[config.mk]
export PLATFORM = sky130hd
export DESIGN_NAME = egress_stage
export DESIGN_NICKNAME = d
export VERILOG_FILES = /design/src/rtl/egress_stage_pkg.sv /design/src/rtl/FF.sv /design/src/rtl/pridec.sv /design/src/rtl/egress_stage.sv
export SDC_FILE = /design/constraint.sdc
export NUM_CORES = 1
export LEC_CHECK = 0
export CAP_MARGIN = 25
export CELL_PAD_IN_SITES_DETAIL_PLACEMENT = 0
export CELL_PAD_IN_SITES_GLOBAL_PLACEMENT = 2
export CORE_AREA = 5 5 95 97
export DETAILED_ROUTE_END_ITERATION = 16
export DIE_AREA = 0 0 100 102
export PLACE_DENSITY_LB_ADDON = 0.1
export RECOVER_POWER = 100
export SETUP_SLACK_MARGIN = 0.02
export SLEW_MARGIN = 20
export SYNTH_ARGS = -nofsm -noshare
export SYNTH_HDL_FRONTEND = slang
export SYNTH_SLANG_ARGS = --single-unit
[constraint.sdc]
create_clock -name clk -period 3.2 [get_ports clk]
set_input_delay 0.96 -clock clk [delete_from_list [all_inputs] [get_ports clk]]
set_output_delay 0.96 -clock clk [all_outputs]
set_load 0.005 [all_outputs]
[src/rtl/egress_stage_pkg.sv]
// egress_stage_pkg
//   Shared types and helpers for the egress stage: the occupancy type of the
//   two-entry output buffer and the occupancy update rule.
package egress_stage_pkg;

  localparam int BUF_DEPTH = 2;

  typedef logic [1:0] occ_t;

  localparam occ_t OCC_EMPTY = 2'd0;
  localparam occ_t OCC_FULL  = 2'd2;

  // Occupancy after one edge: a capture adds one, a transfer removes one.
  // Both together leave the count unchanged.
  function automatic occ_t next_occ(input occ_t cur, input logic enq, input logic deq);
    return occ_t'(cur + occ_t'(enq) - occ_t'(deq));
  endfunction

endpackage

[src/rtl/FF.sv]
// FF
//   Plain enabled register without reset, used for datapath storage whose
//   contents are only meaningful while qualified by a separate valid/count.
//   Ports:
//     clk   in  1  clock
//     i_en  in  1  load enable
//     i_d   in  W  next value
//     o_q   out W  stored value
module FF #(
  parameter int W = 1
) (
  input  logic         clk,
  input  logic         i_en,
  input  logic [W-1:0] i_d,
  output logic [W-1:0] o_q
);

  logic [W-1:0] r_q;

  always_ff @(posedge clk) begin
    if (i_en) begin
      r_q <= i_d;
    end
  end

  assign o_q = r_q;

endmodule

[src/rtl/pridec.sv]
// pridec
//   One-hot (or general request) vector to index. The lowest set bit wins, so
//   the result is well defined even for a vector that is not one-hot.
//   Ports:
//     i_onehot  in  N    request vector
//     o_idx     out IDW  index of the lowest set bit (0 when none set)
module pridec #(
  parameter int N   = 4,
  parameter int IDW = 2
) (
  input  logic [N-1:0]   i_onehot,
  output logic [IDW-1:0] o_idx
);

  always_comb begin
    o_idx = '0;
    for (int i = N - 1; i >= 0; i--) begin
      if (i_onehot[i]) begin
        o_idx = IDW'(i);
      end
    end
  end

endmodule

[src/rtl/egress_stage.sv]
// egress_stage
//   Captures the FIFO head selected by the arbiter grant into a 2-entry
//   in-order buffer and presents it downstream with valid/ready handshaking.
//   Ports:
//     clk           in  1               clock
//     rst           in  1               synchronous active-high reset
//     gnt           in  NUM_REQS        arbiter grant (= upstream FIFO pops)
//     flat_data_in  in  NUM_REQS*WIDTH  concatenated FIFO head data
//     out_rdy       in  1               downstream ready
//     blk           out 1               backpressure to arbiter (buffer full)
//     out_vld       out 1               egress data valid
//     data_out      out WIDTH           oldest buffered packet
//     src_id        out IDWID           FIFO index of data_out
//     xfer_cnt      out XCNTWID         completed transfers (wrapping)
//     err           out 1               sticky protocol error
`ifndef FIFO_DWIDTH
  // Normally supplied by the shared options.v; fallback for standalone builds.
  `define FIFO_DWIDTH 8
`endif

module egress_stage
  import egress_stage_pkg::*;
#(
  parameter int NUM_REQS = 4,
  parameter int WIDTH    = `FIFO_DWIDTH,
  parameter int IDWID    = $clog2(NUM_REQS),
  parameter int XCNTWID  = 16
) (
  input  logic                      clk,
  input  logic                      rst,
  input  logic [NUM_REQS-1:0]       gnt,
  input  logic [NUM_REQS*WIDTH-1:0] flat_data_in,
  input  logic                      out_rdy,
  output logic                      blk,
  output logic                      out_vld,
  output logic [WIDTH-1:0]          data_out,
  output logic [IDWID-1:0]          src_id,
  output logic [XCNTWID-1:0]        xfer_cnt,
  output logic                      err
);

  localparam int EW = WIDTH + IDWID;  // entry = {data, src_id}

  occ_t               r_count;
  logic [XCNTWID-1:0] r_xfer_cnt;
  logic               r_err;

  logic [WIDTH-1:0] w_slice [NUM_REQS];
  logic [IDWID-1:0] w_idx;
  logic             w_onehot;
  logic             w_full;
  logic             w_vld;
  logic             w_enq;
  logic             w_deq;
  logic             w_bad;
  logic             w_wr_slot0;
  logic [EW-1:0]    w_new;
  logic [EW-1:0]    w_q  [BUF_DEPTH];
  logic [EW-1:0]    w_d  [BUF_DEPTH];
  logic             w_en [BUF_DEPTH];

  genvar gi;
  generate
    for (gi = 0; gi < NUM_REQS; gi++) begin : g_slice
      assign w_slice[gi] = flat_data_in[gi*WIDTH +: WIDTH];
    end
  endgenerate

  pridec #(
    .N   (NUM_REQS),
    .IDW (IDWID)
  ) u_pridec (
    .i_onehot (gnt),
    .o_idx    (w_idx)
  );

  // Clearing the lowest set bit leaves zero only for a single-bit vector.
  assign w_onehot = (gnt != '0) && ((gnt & (gnt - NUM_REQS'(1))) == '0);

  assign w_full = (r_count == OCC_FULL);
  assign w_vld  = (r_count != OCC_EMPTY);
  assign w_deq  = w_vld & out_rdy;
  assign w_enq  = w_onehot & ~w_full;
  assign w_bad  = (gnt != '0) & (~w_onehot | w_full);
  assign w_new  = {w_slice[w_idx], w_idx};

  // Slot 0 is the head. A new entry lands in the first slot that is free
  // after this edge's transfer, which keeps it behind any surviving entry.
  assign w_wr_slot0 = (r_count == OCC_EMPTY) || ((r_count == occ_t'(1)) && w_deq);

  always_comb begin
    w_en[0] = 1'b0;
    w_d[0]  = w_new;
    w_en[1] = w_enq & ~w_wr_slot0;
    w_d[1]  = w_new;
    if (w_deq && w_full) begin
      // Full buffer drains: the second entry moves up to the head.
      w_en[0] = 1'b1;
      w_d[0]  = w_q[1];
    end else if (w_enq && w_wr_slot0) begin
      w_en[0] = 1'b1;
    end
  end

  generate
    for (gi = 0; gi < BUF_DEPTH; gi++) begin : g_slot
      FF #(.W(EW)) u_slot (
        .clk  (clk),
        .i_en (w_en[gi]),
        .i_d  (w_d[gi]),
        .o_q  (w_q[gi])
      );
    end
  endgenerate

  always_ff @(posedge clk) begin
    if (rst) begin
      r_count    <= OCC_EMPTY;
      r_xfer_cnt <= '0;
      r_err      <= 1'b0;
    end else begin
      r_count <= next_occ(r_count, w_enq, w_deq);
      if (w_deq) begin
        r_xfer_cnt <= r_xfer_cnt + XCNTWID'(1);
      end
      if (w_bad) begin
        r_err <= 1'b1;
      end
    end
  end

  assign blk      = w_full;
  assign out_vld  = w_vld;
  // Buffer storage is never cleared, so mask the outputs while empty.
  assign data_out = w_vld ? w_q[0][EW-1:IDWID] : '0;
  assign src_id   = w_vld ? w_q[0][IDWID-1:0]  : '0;
  assign xfer_cnt = r_xfer_cnt;
  assign err      = r_err;

`ifdef FORMAL
  always_comb begin
    assert (r_count <= OCC_FULL);
    assert (!out_vld || (r_count != OCC_EMPTY));
  end
`endif

endmodule
# Word level (Yosys, flattened, before mapping)
# Cells that the tools add are included.
dict set report word_totals {
  elab_cells 43
  input_bits 39
  out_inout_bits 29
  regBits 39
}
dict set report op_classes {
  n_lt_le_gt_ge 1
  mux 12
  n_addsub 4
  reduce_logical 9
  bitwise_logic 10
  eq_ne 2
}
# operator count
set ops {}
lappend ops {{$mux W8} 3}
lappend ops {{$add A16 B1 Y16 const B} 1}
lappend ops {{$bmux W8 S2} 1}
lappend ops {{$mux W10} 1}
lappend ops {{$mux W2} 5}
lappend ops {{$and A1 B1 Y1} 4}
lappend ops {{$and A4 B4 Y4} 1}
lappend ops {{$logic_and A1 B1 Y1} 4}
lappend ops {{$logic_not A4 Y1} 1}
lappend ops {{$reduce_bool A4 Y1} 1}
lappend ops {{$sub A4 B1 Y4 const B} 1}
lappend ops {{$ge A3 B3 Y1 const B} 1}
lappend ops {{$not A1 Y1} 3}
lappend ops {{$not A2 Y3} 1}
lappend ops {{$add A2 B1 Y2} 1}
lappend ops {{$eq A2 B1 Y1 const B} 1}
lappend ops {{$eq A2 B2 Y1 const B} 1}
lappend ops {{$logic_not A2 Y1} 1}
lappend ops {{$mux W1} 2}
lappend ops {{$reduce_bool A2 Y1} 1}
lappend ops {{$sub A2 B1 Y2} 1}
lappend ops {{$logic_or A1 B1 Y1} 1}
lappend ops {{$or A1 B1 Y1} 1}

# Depth between registers and ports, before layout
# Gate-level depths: netlist of the first run.
dict set report depth {
  word_depth 9
  mapped_depth 11
  ltp_nobuf 10
}

# By module
# From an unflattened synthesis of the first run, not the netlist that was laid out.
dict set report unflattened {
  hier_cells 166
  hier_area_um2 1951.9
}
# module cells_each area_per_inst_um2 seq_area_each_um2 n_inst
set by_module_without_submodules {}
lappend by_module_without_submodules {egress_stage 141 1323.8 380.4 1}
lappend by_module_without_submodules {FF 10 300.3 300.3 2}
lappend by_module_without_submodules {pridec 5 27.5 0.0 1}

# Worst setup path before layout of the first run
# OpenSTA, ideal clock, no wires.
dict set report synth_path {
  path_type {in2reg}
  startpoint {input gnt[2]}
  endpoint {register r_count[1]}
  required_time_ns 3.072
  path_slack_ns 0.557
  n_path_buf 1
  setup_ns 0.128
  arrival_time_ns 2.516
  cell_stages 11
  path_cell_list {buf_2 > xor2_1 > mux2_2 > o21ai_1 > or2_1 > ha_1 > inv_1 > ha_1 > xor2_1 > xnor2_1 > nor2_1}
}
dict set report synth_via {
  elab_chain_cells 7
  word_cells_on_any_way 8
  classes_between {add/sub: 3; bitwise: 2; reduce/logical: 3}
}
# element line_no
set synth_lines {}
lappend synth_lines {{start: declaration} egress_stage.sv:31} ;# input logic [NUM_REQS-1:0] gnt,
lappend synth_lines {{$sub A4 B1 Y4} egress_stage.sv:78} ;# assign w_onehot = (gnt != '0) && ((gnt & (gnt - NUM_REQS'(1))) == '0);
lappend synth_lines {{$and A4 B4 Y4} egress_stage.sv:78}
lappend synth_lines {{$logic_not A4 Y1} egress_stage.sv:78}
lappend synth_lines {{$logic_and A1 B1 Y1 (*)} egress_stage.sv:78}
lappend synth_lines {{$and A1 B1 Y1 (*)} egress_stage.sv:83} ;# assign w_enq = w_onehot & ~w_full;
lappend synth_lines {{$add A2 B1 Y2 (*)} egress_stage_pkg.sv:16} ;# return occ_t'(cur + occ_t'(enq) - occ_t'(deq));
lappend synth_lines {{$sub A2 B1 Y2 (*)} egress_stage_pkg.sv:16}
lappend synth_lines {{end signal: assignment} egress_stage.sv:122} ;# r_count <= next_occ(r_count, w_enq, w_deq);
lappend synth_lines {{end: declaration} egress_stage.sv:44} ;# occ_t r_count;
# Mark *: on every way between the ends. The rest lies on a longest branch, timed or not.
# A chain may end at the register's enable or synchronous reset.

# Worst setup path in the final report of the first run
dict set report layout_path {
  startpoint {register r_count[1]}
  endpoint {output data_out[1]}
}
dict set report layout_via {
  elab_chain_cells 2
}
# element line_no
set layout_lines {}
lappend layout_lines {{$reduce_bool A2 Y1} egress_stage.sv:81} ;# assign w_vld = (r_count != OCC_EMPTY);
lappend layout_lines {{$mux W8} egress_stage.sv:135} ;# assign data_out = w_vld ? w_q[0][EW-1:IDWID] : '0;
lappend layout_lines {{end: declaration} egress_stage.sv:36} ;# output logic [WIDTH-1:0] data_out,
# Every way passes these cells.

==> results.md, run 1 <==
- Outcome: finished clean
- Post-route clock skew: 5.466 ps
- Crit path launch: r_count[1]$_SDFF_PP0_
- Seq/Total Area, Yosys: 44.49%
- Hold depth: 1
- Synth Flop Type: edfxtp_1
- Most common cell after layout, fill and taps aside: clkdlybuf4s50_1
- Clock sinks: 39
- Final period util: 91.62%
- CTS buffer count: 5
- Critical path launch point type: flip-flop
- Routed WL: 5.312 mm
- Worst-path cell chain: nor2_1 -> nor2b_1 -> dlygate4sd3_1
- Worst hold start: g_slot[1].u_slot.o_q[2]$_DFFE_PP_
- CP max stage cell: dlygate4sd3_1
- Multi-input logic area: between 900 and 1000 µm²
- Endpoints failing hold: 0
- DR vias/cell: approximately 4.4
- Critical path class: flip-flop to output port
- Die area: roughly 10000 µm²
- Leakage: between 1 and 1.5 nW
- Final min period: 2932 ps
- First-pass GRT wire length: approximately 8.5 mm
- Worst Path Max Fanout: 11
- Layout cells sized above 1: 5.965%
- # IOs: a little under 70
- Final Core Density: 37.36%
- Arrival time at the worst endpoint: around 2000 ps
- Total power: 0.001423 W
- Synthesized instance count: roughly 210
- Setup-failing EPs final: 0
- Crit Reg-Reg Endpoint: g_slot[0].u_slot.o_q[3]$_DFFE_PP_
- Clk root buf: clkbuf_8
- Syn_area_per_cell: between 10 and 15 µm²
- Async SR Flop Fraction: 0%
- Pwr/cell area: 473.0 nW/µm²
- TritonRoute pass-1 iters: 4
- Endpoint class of the critical path: output port
- Syn Nets: roughly 250
- Number of global-route vias before repair: roughly 1700
- CTS tree: yes
- Layout Nets: 326
- Most frequent cells in the layout: 36 x clkdlybuf4s50_1, 31 x dlygate4sd3_1, 29 x nor2_1
- Initial antenna violation count: 0
- Hold/Removal Path Class: flip-flop to flip-flop
- FF-to-FF Start: r_count[1]$_SDFF_PP0_
- DP HPWL: a little over 4 mm
- Fillers: just over 800
- CP required: about 2200 ps
- GRT Util Overall: between 10% and 20%
- Core region area: between 8000 and 9000 µm²
- Post CTS Setup Buffer Count: 0
- Synth Register Bits: 39
- Area Growth Syn to Fin: 36.44%
- I/O Buffers: 67
- Rows: 33
- Synth cell types: 44
- Clock-pin slew on the worst setup and hold paths: ~80 ps
- Gr ovfl total: 0
- Width of the chip: about 100 µm
- R2R Setup Slk: 1250 ps
- Worst-Skew Late Latency: slightly below 300 ps
- Number of max-cap violations: 0
- DR WL/cell: about 14 µm
- Peak VDD IR: ~0.12 mV
- Die extent in y: 102 µm
- Hold Buf Count CTS: 0
- Deepest clock path buffer count: 2
- Via count: about 1700
- Worst r2r path cells: 4
- Syn. warnings: 0
- Critical path's largest stage delay: ~600 ps
- DRC violations left: 0
- Starting Density: 27.38%
- Largest net degree at the start of global routing: 19
- DRT iter0 DRCs: 39
- Number of diodes: 0
- Register area: 980.9 µm²
- Post_cts resized: 0
- RSZ-0062 raised after global routing: no
- Antenna viol nets, final: 0
- Max Freq: between 300 and 400 MHz
- Pins Over Slew Limit: 0
- Htree depth: 2
- Hold Path Sink: g_slot[0].u_slot.o_q[2]$_DFFE_PP_
- Slew Limit Headroom: between 40% and 50%
- Number of synthesized flops with an enable pin: 20
- Worst Tran Pin Value: between 700 and 800 ps
- GPL Wtd Cong: roughly 0.7
- Mapped Area: ~2200 µm²
[report_power, final]
part	internal (W)	total, W	switching (W)
Clock	0.000228	0.000401	0.000173
Combinational	0.000215	0.000378	0.000163
Sequential	0.000606	0.000644	0.0000378
[cell families (layout without fill, tap and decap cells)]
family / Yosys count / after routing / share of synthesized area (%)
fa+ha+maj: 3 / 3 / 1.703
mux: 14 / 14 / 8.456
xor+xnor: 13 / 13 / 5.165
flops: 39 / 39 / 44.49
simple gates: 72 / 72 / 18.56
compound gates: 42 / 42 / 15.95
buf+inv: 28 / 102 / 5.675
[Yosys cell counts, types with 2 or more instances]
cell type | count | area [µm²]
nor2_1 | 29 | 108.9
edfxtp_1 | 20 | 600.6
dfxtp_1 | 19 | 380.4
inv_1 | 15 | 56.30
a21oi_1 | 13 | 65.06
nor2b_1 | 13 | 81.33
a221o_1 | 8 | 80.08
a2bb2oi_2 | 8 | 120.1
mux2_4 | 8 | 120.1
xnor2_1 | 7 | 61.31
o21ai_1 | 6 | 30.03
xor2_1 | 6 | 52.55
clkbuf_1 | 5 | 18.77
nor3_1 | 5 | 25.02
buf_2 | 4 | 20.02
mux2_1 | 4 | 45.04
nand2_1 | 4 | 15.01
nand3_1 | 4 | 20.02
ha_1 | 3 | 37.54
nand4_1 | 3 | 18.77
buf_4 | 2 | 15.01
nor4_1 | 2 | 12.51
or3_1 | 2 | 12.51
[registers in the layout, indices dropped and copies added (netlist names)]
| name | cells |
|---|---|
| g_slot.u_slot.o_q | 20 |
| r_count | 2 |
| err | 1 |
| xfer_cnt | 16 |
[how the worst max path moves through the flow]
stage | endpoint | slack (ps) | depth (start not counted)
6_report | data_out[1] | 270 | 3
2_1_floorplan | r_count[1]$_SDFF_PP0_ | 560 | 11
3_3_place_gp | r_count[1]$_SDFF_PP0_ | 30 | 11
3_5_place_dp | r_count[1]$_SDFF_PP0_ | -10 | 11
5_1_grt | data_out[1] | 110 | 3
4_1_cts | r_count[1]$_SDFF_PP0_ | 300 | 11
[layout make-up]
class                   count  share of cell area [%]
clock inverters             3                   1.290
well taps                 105                   4.368
flip-flops and latches     39                   32.61
repair buffers             78                   24.29
inverters                  16                   1.997
clock buffers               5                   2.288
multi-input cells         144                   33.15
[critical path: cells and delay by family (launching register included)]
kind | cells | cell delay (ps)
buf+inv | 1 | 600
simple gates | 2 | 690
flops | 1 | 400
[per-stage QoR]
stage | setup WS, ps | hold slack [ps] | instances | instance area (µm²) | setup TNS, ps
after detailed placement | -13.71 | 515.1 | 382 | 3024 | -13.71
final | 268.2 | 536.1 | 390 | 3008 | 0
after floorplan | 556.5 | 501.3 | 211 | 2205 | 0
after global routing | 106.5 | 552.6 | 390 | 3008 | 0
after global placement | 34.87 | 517.7 | 382 | 3024 | 0
after CTS | 301.3 | 539.7 | 390 | 3132 | 0
[per-layer routing]
metal  track usage [%]  vias to the layer above  routed length [µm]
met5                 0                        -                   0
met4             3.420                        0                  62
met3             3.072                        5                 268
met2             14.67                       38                2203
met1             15.47                      759                2777
li1                  -                      897                   -
Note: power is estimated with default switching activity, not from simulation.
==> run 2: changes to the inputs <==
--- a/config.mk
+++ b/config.mk
@@ -5,6 +5,7 @@
 export SDC_FILE = /design/constraint.sdc
 export NUM_CORES = 1
 export LEC_CHECK = 0
+export ABC_CLOCK_PERIOD_IN_PS = 3200
 export CAP_MARGIN = 25
 export CELL_PAD_IN_SITES_DETAIL_PLACEMENT = 0
 export CELL_PAD_IN_SITES_GLOBAL_PLACEMENT = 2
==> results of run 2 <==
No change in the layout: final DEF, timing and power equal those of run 1.
==> run 3: changes to the inputs <==
--- a/config.mk
+++ b/config.mk
@@ -9,9 +9,9 @@
 export CAP_MARGIN = 25
 export CELL_PAD_IN_SITES_DETAIL_PLACEMENT = 0
 export CELL_PAD_IN_SITES_GLOBAL_PLACEMENT = 2
-export CORE_AREA = 5 5 95 97
+export CORE_AREA = 3 3 93 95
 export DETAILED_ROUTE_END_ITERATION = 16
-export DIE_AREA = 0 0 100 102
+export DIE_AREA = 0 0 96 98
 export PLACE_DENSITY_LB_ADDON = 0.1
 export RECOVER_POWER = 100
 export SETUP_SLACK_MARGIN = 0.02
==> results.md, run 3 (synthesis results as in run 1) <==
- TritonRoute pass-1 iters: 4 (unchanged)
- Final period util: 91.71% (+0.094 points)
- Post_cts resized: 0 (unchanged)
- Worst hold start: g_slot[1].u_slot.o_q[0]$_DFFE_PP_
- Clk root buf: clkbuf_8
- Layout cells sized above 1: 6.316% (+0.35 points)
- Leakage: 1.194 nW (-1.3%)
- Number of global-route vias before repair: 1577 (-5.7%)
- Top routing layer used: met4
- Total Neg Setup Slack: 0 ps (unchanged)
- Die area: 9408 µm² (-7.8%)
- Pwr/cell area: 449.2 nW/µm² (-5.0%)
- Critical path class: input port to flip-flop
- # IOs: 68 (unchanged)
- Worst-Skew Late Latency: 290 ps (about the same)
- Cell Count, Final, Fillers Out: 387 (-0.77%)
- First-pass GRT wire length: 8.142 mm (-4.6%)
- Via count: 1718 (+1.1%)
- Area Growth Syn to Fin: 35.30%
- GPL Wtd Cong: 0.7515 (+7.3%)
- CP required: 3370 ps (+1130 ps)
- DR vias/cell: 4.439 (+1.9%)
- Critical path launch point type: input port
- Peak VDD IR: 0.1568 mV (+30%)
- Starting Density: 28.24% (+0.86 points)
- DP HPWL: 3.960 mm (-1.9%)
- Antenna viol nets, final: 0 (unchanged)
- DRT iter0 DRCs: 57 (+46%)
- Clock sinks: 39 (unchanged)
- R2R Setup Slk: 1180 ps (-70 ps)
- Worst r2r path cells: 8 (+4)
- Deepest clock path buffer count: 2 (unchanged)
- Rows: 32 (-3.0%)
- CTS buffer count: 5 (unchanged)
- Routed WL: 5.052 mm (-4.9%)
- Endpoints failing hold: 0 (unchanged)
- Gr ovfl total: 0 (unchanged)
- Hold Buf Count CTS: 0 (unchanged)
- Arrival time at the worst endpoint: 3110 ps (+1140 ps)
- GRT Util Overall: 11.04% (+0.53 points)
- RSZ-0062 raised after global routing: no
- Post CTS Setup Buffer Count: 0 (unchanged)
- Wire length on met1: 2.559 mm (-7.9%)
- Clock-pin slew on the worst setup and hold paths: 80 ps (about the same)
- Final min period: 2935 ps (+3.021 ps)
- Number of diodes: 0 (unchanged)
- Most common cell after layout, fill and taps aside: clkdlybuf4s50_1
- Pins Over Slew Limit: 0 (unchanged)
- Hold/Removal Path Class: flip-flop to flip-flop
- Total power: 0.001340 W (-5.8%)
- Post-route clock skew: 9.279 ps (+3.812 ps)
- Die extent in y: 98 µm (-3.9%)
- Largest net degree at the start of global routing: 19 (unchanged)
- Worst Path Max Fanout: 4 (-7)
- Hold depth: 1 (unchanged)
- DRC violations left: 0 (unchanged)
- Core region area: 7807 µm² (-3.0%)
- Worst Tran Pin Value: 691.8 ps (-98.68 ps)
- Fillers: 813 (-2.0%)
- Endpoint class of the critical path: flip-flop
- I/O Buffers: 67 (unchanged)
- Largest register FFs: 20 (unchanged)
- Metal2 WL: 2.191 mm (-0.54%)
- Post-DP Area: 3020 µm² (-0.12%)
- Placed Cells: 379 (-0.79%)
- Outcome: finished clean
- FF-to-FF Start: r_count[1]$_SDFF_PP0_
- Setup-failing EPs final: 0 (unchanged)
- Htree depth: 2 (unchanged)
- Wire length on met3: 248 µm (-7.5%)
- Initial antenna violation count: 0 (unchanged)
- Non-Filler Cell Area, Final: 2983 µm² (-0.83%)
- Slew Limit Headroom: 53.71% (+6.4 points)
- Most frequent cells in the layout: 36 x clkdlybuf4s50_1, 31 x dlygate4sd3_1, 29 x nor2_1
- Max Freq: 340.7 MHz (-0.10%)
- Width of the chip: 96 µm (-4.0%)
- Layout Nets: 326 (unchanged)
- Number of max-cap violations: 0 (unchanged)
- CTS tree: yes
- DR WL/cell: 13.05 µm (-4.2%)
- Crit Reg-Reg Endpoint: r_count[1]$_SDFF_PP0_
- Hold Path Sink: g_slot[0].u_slot.o_q[0]$_DFFE_PP_
## run 3: cell count changes in the layout (fill, tap and decap cells not counted), sizes merged
cell    change
buf         +1
bufinv      -1
clkbuf      +1
clkinv      -1
## run 3: layout make-up
cell class	instances	area (µm²)	area share, %
clock buffer	7	76.32	2.559
clock inverter	1	5.005	0.1678
inverter	16	60.06	2.013
multi-input combinational	144	994.7	33.35
sequential	39	980.9	32.89
tap	102	127.6	4.279
timing repair buffer	78	738.2	24.75
## run 3: stage by stage
stage | setup slack (ps) | util (%) | hold slack (ps)
3_3_place_gp | 110.9 | 38.69 | 514.7
3_5_place_dp | 77.73 | 38.69 | 513.9
2_1_floorplan | 556.5 | - | 501.3
6_report | 265.2 | 38.21 | 528.6
4_1_cts | 332.8 | 39.73 | 531.4
5_1_grt | 113.0 | 38.21 | 552.3
## run 3: where the power goes
group / total (W) / internal [W] / switching [W]
clock: 0.000319 / 0.000153 / 0.000166
combinational: 0.000379 / 0.000219 / 0.000161
sequential: 0.000642 / 0.000606 / 0.0000362
total: 0.00134 / 0.000977 / 0.000363
## run 3: routing by layer
metal	GRT usage [%]	vias up
li1	-	899
met1	16.36	765
met2	15.61	47
met3	2.851	7
met4	3.282	0
met5	0	-
## run 3: worst max path at each step
stage	slack [ps]	end	from
after floorplan	560	r_count[1]$_SDFF_PP0_	gnt[2]
after global placement	110	r_count[1]$_SDFF_PP0_	gnt[3]
after detailed placement	80	r_count[1]$_SDFF_PP0_	gnt[3]
after CTS	330	data_out[6]	r_count[1]$_SDFF_PP0_
after global routing	110	data_out[1]	r_count[1]$_SDFF_PP0_
final	270	r_count[1]$_SDFF_PP0_	gnt[3]
## run 3: critical path, stage by stage
cell	delay, ps
dlygate4sd3_1	590
or3_1	380
nand2_1	80
o21ai_1	70
or2_1	220
ha_1	260
inv_1	60
ha_1	150
xor2_1	170
xnor2_1	130
nor2_1	50
